<file path="src/rtl/tnaf_scheduler_pkg.sv">
// Shared constants, encodings and types for the TNAF scalar-multiply scheduler
// and its digit FIFO.
package tnaf_scheduler_pkg;

  localparam int FIFO_DEPTH     = 8;
  localparam int FIFO_AW        = $clog2(FIFO_DEPTH);
  localparam int LEVEL_W        = FIFO_AW + 1;
  localparam int SUSPEND_THRESH = 6;
  localparam int DCOUNT_W       = 9;

  typedef enum logic [1:0] {
    CMD_FROB  = 2'b00,
    CMD_ADD   = 2'b01,
    CMD_SUB   = 2'b10,
    CMD_FINAL = 2'b11
  } pu_cmd_e;

  typedef enum logic [2:0] {
    ST_IDLE       = 3'd0,
    ST_LAUNCH     = 3'd1,
    ST_ISSUE_OP   = 3'd2,
    ST_ISSUE_FROB = 3'd3,
    ST_FINAL      = 3'd4,
    ST_FINISH     = 3'd5
  } state_e;

  // One tau-adic NAF digit: value is 0 when nz=0, otherwise -1 or +1 by sign.
  typedef struct packed {
    logic nz;
    logic sign;
  } digit_t;

  function automatic pu_cmd_e op_cmd(input digit_t d);
    return d.sign ? CMD_SUB : CMD_ADD;
  endfunction

endpackage

</file>
<file path="src/rtl/tnaf_scheduler_if.sv">
// Converter and point-unit handshake bundle; master is the scheduler side.
interface tnaf_scheduler_if;

  logic       sc_start;
  logic       sc_tbit_ready;
  logic       sc_tbit_nz;
  logic       sc_tbit_sign;
  logic       sc_done;
  logic       sc_suspend;
  logic [1:0] pu_cmd;
  logic       pu_cmd_valid;
  logic       pu_cmd_ready;

  modport master (
    output sc_start,
    output sc_suspend,
    output pu_cmd,
    output pu_cmd_valid,
    input  sc_tbit_ready,
    input  sc_tbit_nz,
    input  sc_tbit_sign,
    input  sc_done,
    input  pu_cmd_ready
  );

  modport slave (
    input  sc_start,
    input  sc_suspend,
    input  pu_cmd,
    input  pu_cmd_valid,
    output sc_tbit_ready,
    output sc_tbit_nz,
    output sc_tbit_sign,
    output sc_done,
    output pu_cmd_ready
  );

endinterface

</file>
<file path="src/rtl/tnaf_digit_fifo.sv">
// 8-entry digit FIFO with registered storage; head is the oldest entry and a
// write at a full level is dropped unless a pop happens in the same cycle.
module tnaf_digit_fifo
  import tnaf_scheduler_pkg::*;
(
  input  logic               clk,
  input  logic               rst,
  input  logic               flush,
  input  logic               wr_en,
  input  digit_t             wr_data,
  input  logic               rd_en,
  output digit_t             head,
  output logic [LEVEL_W-1:0] level,
  output logic               overflow
);

  logic [FIFO_AW-1:0] wr_ptr_q, wr_ptr_d;
  logic [FIFO_AW-1:0] rd_ptr_q, rd_ptr_d;
  logic [LEVEL_W-1:0] level_q, level_d;
  logic               full;
  logic               empty;
  logic               do_wr;
  logic               do_rd;
  digit_t             mem [FIFO_DEPTH];

  always_comb begin
    full     = (level_q == LEVEL_W'(FIFO_DEPTH));
    empty    = (level_q == '0);
    do_rd    = rd_en && !empty && !flush;
    // At full, a same-cycle pop frees the slot the write lands in.
    do_wr    = wr_en && !flush && (!full || do_rd);
    overflow = wr_en && !flush && full && !do_rd;

    wr_ptr_d = wr_ptr_q;
    rd_ptr_d = rd_ptr_q;
    level_d  = level_q;
    if (flush) begin
      wr_ptr_d = '0;
      rd_ptr_d = '0;
      level_d  = '0;
    end else begin
      if (do_wr) wr_ptr_d = wr_ptr_q + 1'b1;
      if (do_rd) rd_ptr_d = rd_ptr_q + 1'b1;
      case ({do_wr, do_rd})
        2'b10:   level_d = level_q + 1'b1;
        2'b01:   level_d = level_q - 1'b1;
        default: level_d = level_q;
      endcase
    end
  end

  always_ff @(posedge clk or negedge rst) begin
    if (!rst) begin
      wr_ptr_q <= '0;
      rd_ptr_q <= '0;
      level_q  <= '0;
    end else begin
      wr_ptr_q <= wr_ptr_d;
      rd_ptr_q <= rd_ptr_d;
      level_q  <= level_d;
    end
  end

  always_ff @(posedge clk) begin
    if (do_wr) mem[wr_ptr_q] <= wr_data;
  end

  assign head  = mem[rd_ptr_q];
  assign level = level_q;

endmodule

</file>
<file path="src/rtl/tnaf_scheduler.sv">
// Scheduler for a tau-adic NAF scalar multiply: buffers converter digits and
// sequences FROB/ADD/SUB/FINAL commands to the point unit.
module tnaf_scheduler
  import tnaf_scheduler_pkg::*;
(
  input  logic                clk,
  input  logic                rst,
  input  logic                start,
  tnaf_scheduler_if.master    bus,
  output logic                busy,
  output logic                done,
  output logic                error,
  output logic [DCOUNT_W-1:0] digit_count,
  output logic [LEVEL_W-1:0]  fifo_level
);

  state_e              state_q, state_d;
  logic [DCOUNT_W-1:0] digit_count_q, digit_count_d;
  logic                error_q, error_d;
  logic                sc_suspend_q, sc_suspend_d;

  logic                fifo_wr;
  logic                fifo_rd;
  logic                fifo_flush;
  logic                fifo_ovf;
  digit_t              fifo_wdata;
  digit_t              fifo_head;
  logic [LEVEL_W-1:0]  fifo_lvl;

  logic                sc_start_c;
  logic                done_c;
  logic                cmd_valid_c;
  pu_cmd_e             cmd_c;

  assign busy       = (state_q != ST_IDLE);
  assign fifo_wr    = bus.sc_tbit_ready && busy;
  assign fifo_wdata = digit_t'({bus.sc_tbit_nz, bus.sc_tbit_sign});

  tnaf_digit_fifo u_fifo (
    .clk      (clk),
    .rst      (rst),
    .flush    (fifo_flush),
    .wr_en    (fifo_wr),
    .wr_data  (fifo_wdata),
    .rd_en    (fifo_rd),
    .head     (fifo_head),
    .level    (fifo_lvl),
    .overflow (fifo_ovf)
  );

  // Suspend lags the level by one cycle; the threshold leaves room for the
  // digits the converter already has in flight when it sees it.
  assign sc_suspend_d = (fifo_lvl >= LEVEL_W'(SUSPEND_THRESH));

  always_comb begin
    state_d       = state_q;
    digit_count_d = digit_count_q;
    error_d       = error_q | fifo_ovf;
    sc_start_c    = 1'b0;
    done_c        = 1'b0;
    cmd_valid_c   = 1'b0;
    cmd_c         = CMD_FROB;
    fifo_rd       = 1'b0;
    fifo_flush    = 1'b0;

    case (state_q)
      ST_IDLE: begin
        fifo_flush = 1'b1;
        if (start) state_d = ST_LAUNCH;
      end
      ST_LAUNCH: begin
        sc_start_c    = 1'b1;
        fifo_flush    = 1'b1;
        digit_count_d = '0;
        error_d       = 1'b0;
        state_d       = ST_ISSUE_OP;
      end
      ST_ISSUE_OP: begin
        if (fifo_lvl != '0) begin
          if (fifo_head.nz) begin
            cmd_valid_c = 1'b1;
            cmd_c       = op_cmd(fifo_head);
            if (bus.pu_cmd_ready) state_d = ST_ISSUE_FROB;
          end else begin
            state_d = ST_ISSUE_FROB;
          end
        end else if (bus.sc_done) begin
          state_d = ST_FINAL;
        end
      end
      ST_ISSUE_FROB: begin
        cmd_valid_c = 1'b1;
        cmd_c       = CMD_FROB;
        if (bus.pu_cmd_ready) begin
          fifo_rd = 1'b1;
          if (digit_count_q != '1) digit_count_d = digit_count_q + 1'b1;
          state_d = ST_ISSUE_OP;
        end
      end
      ST_FINAL: begin
        cmd_valid_c = 1'b1;
        cmd_c       = CMD_FINAL;
        if (bus.pu_cmd_ready) state_d = ST_FINISH;
      end
      ST_FINISH: begin
        done_c  = 1'b1;
        state_d = ST_IDLE;
      end
      default: begin
        state_d = ST_IDLE;
      end
    endcase
  end

  always_ff @(posedge clk or negedge rst) begin
    if (!rst) begin
      state_q       <= ST_IDLE;
      digit_count_q <= '0;
      error_q       <= 1'b0;
      sc_suspend_q  <= 1'b0;
    end else begin
      state_q       <= state_d;
      digit_count_q <= digit_count_d;
      error_q       <= error_d;
      sc_suspend_q  <= sc_suspend_d;
    end
  end

  assign bus.sc_start     = sc_start_c;
  assign bus.sc_suspend   = sc_suspend_q;
  assign bus.pu_cmd       = cmd_c;
  assign bus.pu_cmd_valid = cmd_valid_c;
  assign done             = done_c;
  assign error            = error_q;
  assign digit_count      = digit_count_q;
  assign fifo_level       = fifo_lvl;

endmodule

</file>
<file path="src/flat_wrapper.sv">
// flat-port wrapper written by rule: the top's interface ports become plain ports
module tnaf_scheduler_flat import tnaf_scheduler_pkg::*;
  (clk, rst, start, busy, done, error, digit_count, fifo_level, bus_sc_start, bus_sc_suspend, bus_pu_cmd, bus_pu_cmd_valid, bus_sc_tbit_ready, bus_sc_tbit_nz, bus_sc_tbit_sign, bus_sc_done, bus_pu_cmd_ready);
  tnaf_scheduler_if bus_i ();
  input  logic clk;
  input  logic rst;
  input  logic start;
  output logic busy;
  output logic done;
  output logic error;
  output logic [DCOUNT_W-1:0] digit_count;
  output logic [LEVEL_W-1:0] fifo_level;
  output wire logic [$bits(bus_i.sc_start)-1:0] bus_sc_start;
  output wire logic [$bits(bus_i.sc_suspend)-1:0] bus_sc_suspend;
  output wire logic [$bits(bus_i.pu_cmd)-1:0] bus_pu_cmd;
  output wire logic [$bits(bus_i.pu_cmd_valid)-1:0] bus_pu_cmd_valid;
  input wire logic [$bits(bus_i.sc_tbit_ready)-1:0] bus_sc_tbit_ready;
  input wire logic [$bits(bus_i.sc_tbit_nz)-1:0] bus_sc_tbit_nz;
  input wire logic [$bits(bus_i.sc_tbit_sign)-1:0] bus_sc_tbit_sign;
  input wire logic [$bits(bus_i.sc_done)-1:0] bus_sc_done;
  input wire logic [$bits(bus_i.pu_cmd_ready)-1:0] bus_pu_cmd_ready;
  assign bus_sc_start = bus_i.sc_start;
  assign bus_sc_suspend = bus_i.sc_suspend;
  assign bus_pu_cmd = bus_i.pu_cmd;
  assign bus_pu_cmd_valid = bus_i.pu_cmd_valid;
  assign bus_i.sc_tbit_ready = bus_sc_tbit_ready;
  assign bus_i.sc_tbit_nz = bus_sc_tbit_nz;
  assign bus_i.sc_tbit_sign = bus_sc_tbit_sign;
  assign bus_i.sc_done = bus_sc_done;
  assign bus_i.pu_cmd_ready = bus_pu_cmd_ready;
  tnaf_scheduler u_core (.clk(clk), .rst(rst), .start(start), .bus(bus_i), .busy(busy), .done(done), .error(error), .digit_count(digit_count), .fifo_level(fifo_level));
endmodule
</file>
<file path="config.mk">
export PLATFORM = sky130hd
export DESIGN_NAME = tnaf_scheduler_flat
export DESIGN_NICKNAME = d
export VERILOG_FILES = /design/src/rtl/tnaf_scheduler_pkg.sv /design/src/rtl/tnaf_scheduler_if.sv /design/src/rtl/tnaf_digit_fifo.sv /design/src/rtl/tnaf_scheduler.sv /design/src/flat_wrapper.sv
export SDC_FILE = /design/constraint.sdc
export NUM_CORES = 1
export LEC_CHECK = 0
export ABC_AREA = 1
export BUFFER_PORTS_ARGS = -buffer_cell sky130_fd_sc_hd__buf_4
export CORE_UTILIZATION = 57
export CTS_CLUSTER_SIZE = 14
export DETAILED_ROUTE_END_ITERATION = 10
export PLACE_DENSITY = 0.9
export SLEW_MARGIN = 40
export SYNTH_ARGS = -nofsm -noshare
export SYNTH_HDL_FRONTEND = slang
export SYNTH_HIERARCHICAL = 1
export SYNTH_SLANG_ARGS = --single-unit
</file>
<file path="constraint.sdc">
create_clock -name clk -period 2.4 [get_ports clk]
set_input_delay 0.48 -clock clk [delete_from_list [all_inputs] [get_ports clk]]
set_output_delay 0.48 -clock clk [all_outputs]
set_load 0.01 [all_outputs]
</file>
==> metrics.txt <==
# TYPE chip_impl_metric gauge
chip_impl_metric{name="number_of_global_route_vias_before_repair",unit=""} 1772
chip_impl_metric{name="p_total",unit="mW"} 2.29
chip_impl_metric{name="num_io_pins",unit=""} 29
chip_impl_info{name="routed.top_layer",value="met4"} 1
chip_impl_metric{name="area.growth.synth_to_final",unit="%"} 16.8
chip_impl_metric{name="cts_hold_buf",unit=""} 0
chip_impl_metric{name="required_worst_endpoint",unit="ns"} 1.92
chip_impl_metric{name="leakage",unit="nW"} 1.27
chip_impl_info{name="cts_tree",value="built"} 1
chip_impl_metric{name="p_clk_frac",unit=""} 0.235
chip_impl_metric{name="maxClockFrequency",unit="MHz"} 436
chip_impl_metric{name="antenna_cells_inserted",unit=""} 0
chip_impl_metric{name="antenna_found_initial",unit=""} 0
chip_impl_metric{name="worst_ep_arrival_time",unit="ns"} 1.81
chip_impl_metric{name="placed_area",unit="µm²"} 2420
chip_impl_metric{name="die_area",unit="µm²"} 4060
chip_impl_metric{name="final_design_area_no_fill",unit="µm²"} 2540
chip_impl_metric{name="routed-wl-met2",unit="µm"} 2330
chip_impl_metric{name="yosysWarnings",unit=""} 6
chip_impl_metric{name="synthesis.area",unit="µm²"} 2170
chip_impl_metric{name="grt.overflow.total",unit=""} 0
chip_impl_metric{name="setup-violations-final",unit=""} 0
chip_impl_info{name="layout.cells.most_common_list",value="sky130_fd_sc_hd__nand2_1 (47), sky130_fd_sc_hd__nor2_1 (42), sky130_fd_sc_hd__buf_4 (29), sky130_fd_sc_hd__inv_1 (28), sky130_fd_sc_hd__nand3_1 (24)"} 1
chip_impl_info{name="synth_top_cells_by_area",value="sky130_fd_sc_hd__dfrtp_1 (28%), sky130_fd_sc_hd__edfxtp_1 (22%), sky130_fd_sc_hd__nand2_1 (8.3%)"} 1
chip_impl_metric{name="detailed_place_hpwl",unit="µm"} 3460
chip_impl_metric{name="clk-insertion-delay-late",unit="ns"} 0.29
chip_impl_info{name="run_status",value="finished, final reports clean"} 1
chip_impl_metric{name="floorplan.initialDensity",unit=""} 0.593
chip_impl_metric{name="final.setup.worst_slack",unit="ns"} 0.106
chip_impl_metric{name="final_cycle_utilization_of_the_critical_path",unit=""} 0.956
chip_impl_metric{name="hold-worst-slack",unit="ns"} 0.0720
chip_impl_info{name="worstSetupPathType",value="flip-flop to output pin"} 1
chip_impl_metric{name="routed_via_density",unit=""} 5.52
chip_impl_metric{name="placement.io_buffers",unit=""} 28
chip_impl_metric{name="slew_violations",unit=""} 0
chip_impl_metric{name="die_height",unit="µm"} 63.7
chip_impl_info{name="worstHoldPathType",value="primary input to async pin"} 1
chip_impl_info{name="setup_repair_after_global_routing_missed_its_margin",value="yes"} 1
chip_impl_metric{name="layoutNonFillerInstCount",unit=""} 340
chip_impl_metric{name="post_route_cells_drive_above_1_share",unit=""} 0.192
chip_impl_metric{name="ant_nets",unit=""} 0
chip_impl_metric{name="placement_rows",unit=""} 22
chip_impl_metric{name="slowest_delay",unit="ns"} 0.49
chip_impl_metric{name="clkSinkCount",unit=""} 40
chip_impl_info{name="critical_path.most_common_cell",value="sky130_fd_sc_hd__o21ai_0"} 1
chip_impl_metric{name="power_density",unit="nW/µm²"} 902
chip_impl_metric{name="synthCells",unit=""} 258
chip_impl_metric{name="p_int",unit="mW"} 1.37
chip_impl_metric{name="route.final.wire_length",unit="µm"} 4690
chip_impl_metric{name="power_frac_comb",unit=""} 0.385
chip_impl_metric{name="p_sw_frac",unit=""} 0.400
chip_impl_metric{name="cts_made_buffers",unit=""} 5
chip_impl_metric{name="post-route-drc-count",unit=""} 0
chip_impl_metric{name="place_ws",unit="ns"} 0.109
chip_impl_info{name="crit_chain",value="inv_4 -> o21ai_0 -> o22ai_1 -> nor2_1 -> a31oi_1 -> nand3_1 -> o21ai_0 -> buf_4"} 1
chip_impl_metric{name="worst_clock_skew",unit="ns"} 0.00646
chip_impl_info{name="worstSetupStartpointType",value="flip-flop"} 1
chip_impl_metric{name="dr_wl_met3",unit="µm"} 227
chip_impl_metric{name="hold_violations",unit=""} 0
chip_impl_metric{name="synth.net_count",unit=""} 272
chip_impl_info{name="worstSetupEndpointType",value="output pin"} 1
chip_impl_metric{name="dp_cells",unit=""} 332
chip_impl_metric{name="routabilityCongestion",unit=""} 0.896
chip_impl_metric{name="drt_pass_1_iters",unit=""} 6
chip_impl_metric{name="clk_path_buf_depth",unit=""} 2
chip_impl_metric{name="track_usage",unit=""} 0.252
chip_impl_metric{name="floorplan.die.width",unit="µm"} 63.7
chip_impl_metric{name="worst_ir_drop_vdd",unit="mV"} 0.504
chip_impl_metric{name="design.core.area",unit="µm²"} 3660
chip_impl_metric{name="timing.max_cap.violations",unit=""} 0
chip_impl_metric{name="finish.utilization",unit=""} 0.693
chip_impl_metric{name="slew_worst_pin",unit="ns"} 0.396
chip_impl_info{name="worst_path_max_delay_cell",value="sky130_fd_sc_hd__dfrtp_2"} 1
chip_impl_metric{name="layout_min_cycle_time",unit="ns"} 2.29
chip_impl_metric{name="part_of_the_yosys_area_used_for_sequential_elements",unit=""} 0.498
chip_impl_metric{name="ys_types",unit=""} 31
chip_impl_metric{name="fin_tns_setup",unit="ns"} 0
chip_impl_metric{name="finalNetCount",unit=""} 305
chip_impl_metric{name="seq_power_share",unit=""} 0.380
chip_impl_info{name="clock_tree.root_cell",value="sky130_fd_sc_hd__clkbuf_8"} 1
chip_impl_info{name="yosysTopAreaCell",value="sky130_fd_sc_hd__dfrtp_1"} 1
chip_impl_metric{name="total_switching_power",unit="mW"} 0.916
chip_impl_info{name="most_frequent_standard_cell_in_the_layout_excluding_fill_and_tap_cells",value="sky130_fd_sc_hd__nand2_1"} 1
chip_impl_metric{name="synth_largest_type_area_fraction",unit=""} 0.276
chip_impl_metric{name="worst-path-max-fanout",unit=""} 10
chip_impl_metric{name="register_bit_total_from_synthesis",unit=""} 40
chip_impl_metric{name="post_synthesis_area_per_instance",unit="µm²"} 8.42
chip_impl_metric{name="worst_setup_hold_path_clk_slew",unit="ns"} 0.08
chip_impl_metric{name="routed_wire_length_per_instance",unit="µm"} 13.8
chip_impl_metric{name="dr_total_vias",unit=""} 1876
chip_impl_metric{name="fillers",unit=""} 268
chip_impl_metric{name="maximum_number_of_pins_on_one_net_before_global_route_repair",unit=""} 25
chip_impl_metric{name="drt-initial-drc-count",unit=""} 191
chip_impl_metric{name="m1WireLength",unit="µm"} 2050
chip_impl_metric{name="h-tree-depth",unit=""} 2
chip_impl_metric{name="grt_pass1_wl",unit="µm"} 7780
chip_impl_metric{name="slew_headroom",unit=""} 0.733
## flip-flops by register name (all words and copies together) (netlist names)
register	count
u_core/u_fifo/mem	16
u_core/digit_count	9
u_core/u_fifo/level	4
u_core/state_q	3
u_core/u_fifo/rd_ptr_q	3
u_core/u_fifo/wr_ptr_q	3
u_core/bus.sc_suspend	1
u_core/error	1
## cells by family (layout without fill, tap and decap cells)
group / count (synthesis) / count (layout) / synth area share
xor+xnor: 3 / 3 / 0.0121
flops: 40 / 40 / 0.498
compound gates: 39 / 39 / 0.104
fa+ha+maj: 6 / 6 / 0.0346
buf+inv: 36 / 70 / 0.0703
simple gates: 134 / 134 / 0.282
## final cells by class
type                    instances  area, µm²  area share
inverters                      33        129      0.0508
clock inverters                 2       35.0      0.0138
repair buffers                 29        218      0.0858
multi-input cells             182        941       0.371
flip-flops and latches         40       1080       0.427
clock buffers                   6       72.6      0.0286
well taps                      48       60.1      0.0237
## cell usage after synthesis
library cell               number
sky130_fd_sc_hd__a21boi_0       1
sky130_fd_sc_hd__a21o_1         1
sky130_fd_sc_hd__a21oi_1        6
sky130_fd_sc_hd__a21oi_4        1
sky130_fd_sc_hd__a31oi_1        2
sky130_fd_sc_hd__and3_1         1
sky130_fd_sc_hd__buf_6          2
sky130_fd_sc_hd__clkbuf_1       1
sky130_fd_sc_hd__dfrtp_1       24
sky130_fd_sc_hd__edfxtp_1      16
sky130_fd_sc_hd__ha_1           6
sky130_fd_sc_hd__inv_1         29
sky130_fd_sc_hd__inv_2          3
sky130_fd_sc_hd__inv_4          1
sky130_fd_sc_hd__nand2_1       48
sky130_fd_sc_hd__nand2_2        7
sky130_fd_sc_hd__nand3_1       24
sky130_fd_sc_hd__nand3_2        1
sky130_fd_sc_hd__nand3_4        1
sky130_fd_sc_hd__nand3b_1       1
sky130_fd_sc_hd__nand4_1        5
sky130_fd_sc_hd__nand4_4        1
sky130_fd_sc_hd__nor2_1        42
sky130_fd_sc_hd__nor2_2         1
sky130_fd_sc_hd__nor3_1         2
sky130_fd_sc_hd__o21a_1         2
sky130_fd_sc_hd__o21ai_0       23
sky130_fd_sc_hd__o21ai_2        1
sky130_fd_sc_hd__o22ai_1        2
sky130_fd_sc_hd__xnor2_1        1
sky130_fd_sc_hd__xor2_1         2
## routing by layer
metal / vias up / global-route usage
met5: - / 0
met4: 0 / 0.119
met3: 10 / 0.0482
met2: 72 / 0.430
met1: 875 / 0.305
li1: 919 / -
## critical path: cells and delay by family (launching register included)
family | cells | cell delay [ns]
compound gates | 4 | 0.55
flops | 1 | 0.49
buf+inv | 2 | 0.27
simple gates | 2 | 0.20
## what timing repair did
action,in CTS,in global routing
buffers inserted,0,0
resized for setup,0,5
endpoints found under the hold margin,0,0
endpoints found under the setup margin,0,4
## power groups by stage
stage / sequential, mW / clock [mW] / combinational, mW
2_1_floorplan: 0.861 / 0 / 0.638
3_3_place_gp: 0.876 / 0 / 0.820
3_5_place_dp: 0.881 / 0 / 0.858
4_1_cts: 0.866 / 0.544 / 0.862
5_1_grt: 0.880 / 0.577 / 0.973
6_report: 0.870 / 0.538 / 0.882
## path summary, 6_finish.rpt
| check | slack (ns) | depth (start not counted) | endpoint | start |
|---|---|---|---|---|
| max | 0.11 | 8 | bus_pu_cmd[1] | u_core/u_fifo/rd_ptr_q[0] |
| min | 0.07 | 1 | u_core/state_q[1] | rst |
| max reg2reg | 0.15 | 13 | u_core/u_fifo/level[3] | u_core/state_q[1] |
| min reg2reg | 0.52 | 2 | u_core/error | u_core/error |
| max in group asynchronous | 2.08 | 1 | u_core/u_fifo/rd_ptr_q[0] | rst |
| min in group clk | 0.43 | 1 | u_core/u_fifo/mem[5][0] | bus_sc_tbit_sign |
(Power assumes the default switching activity.)
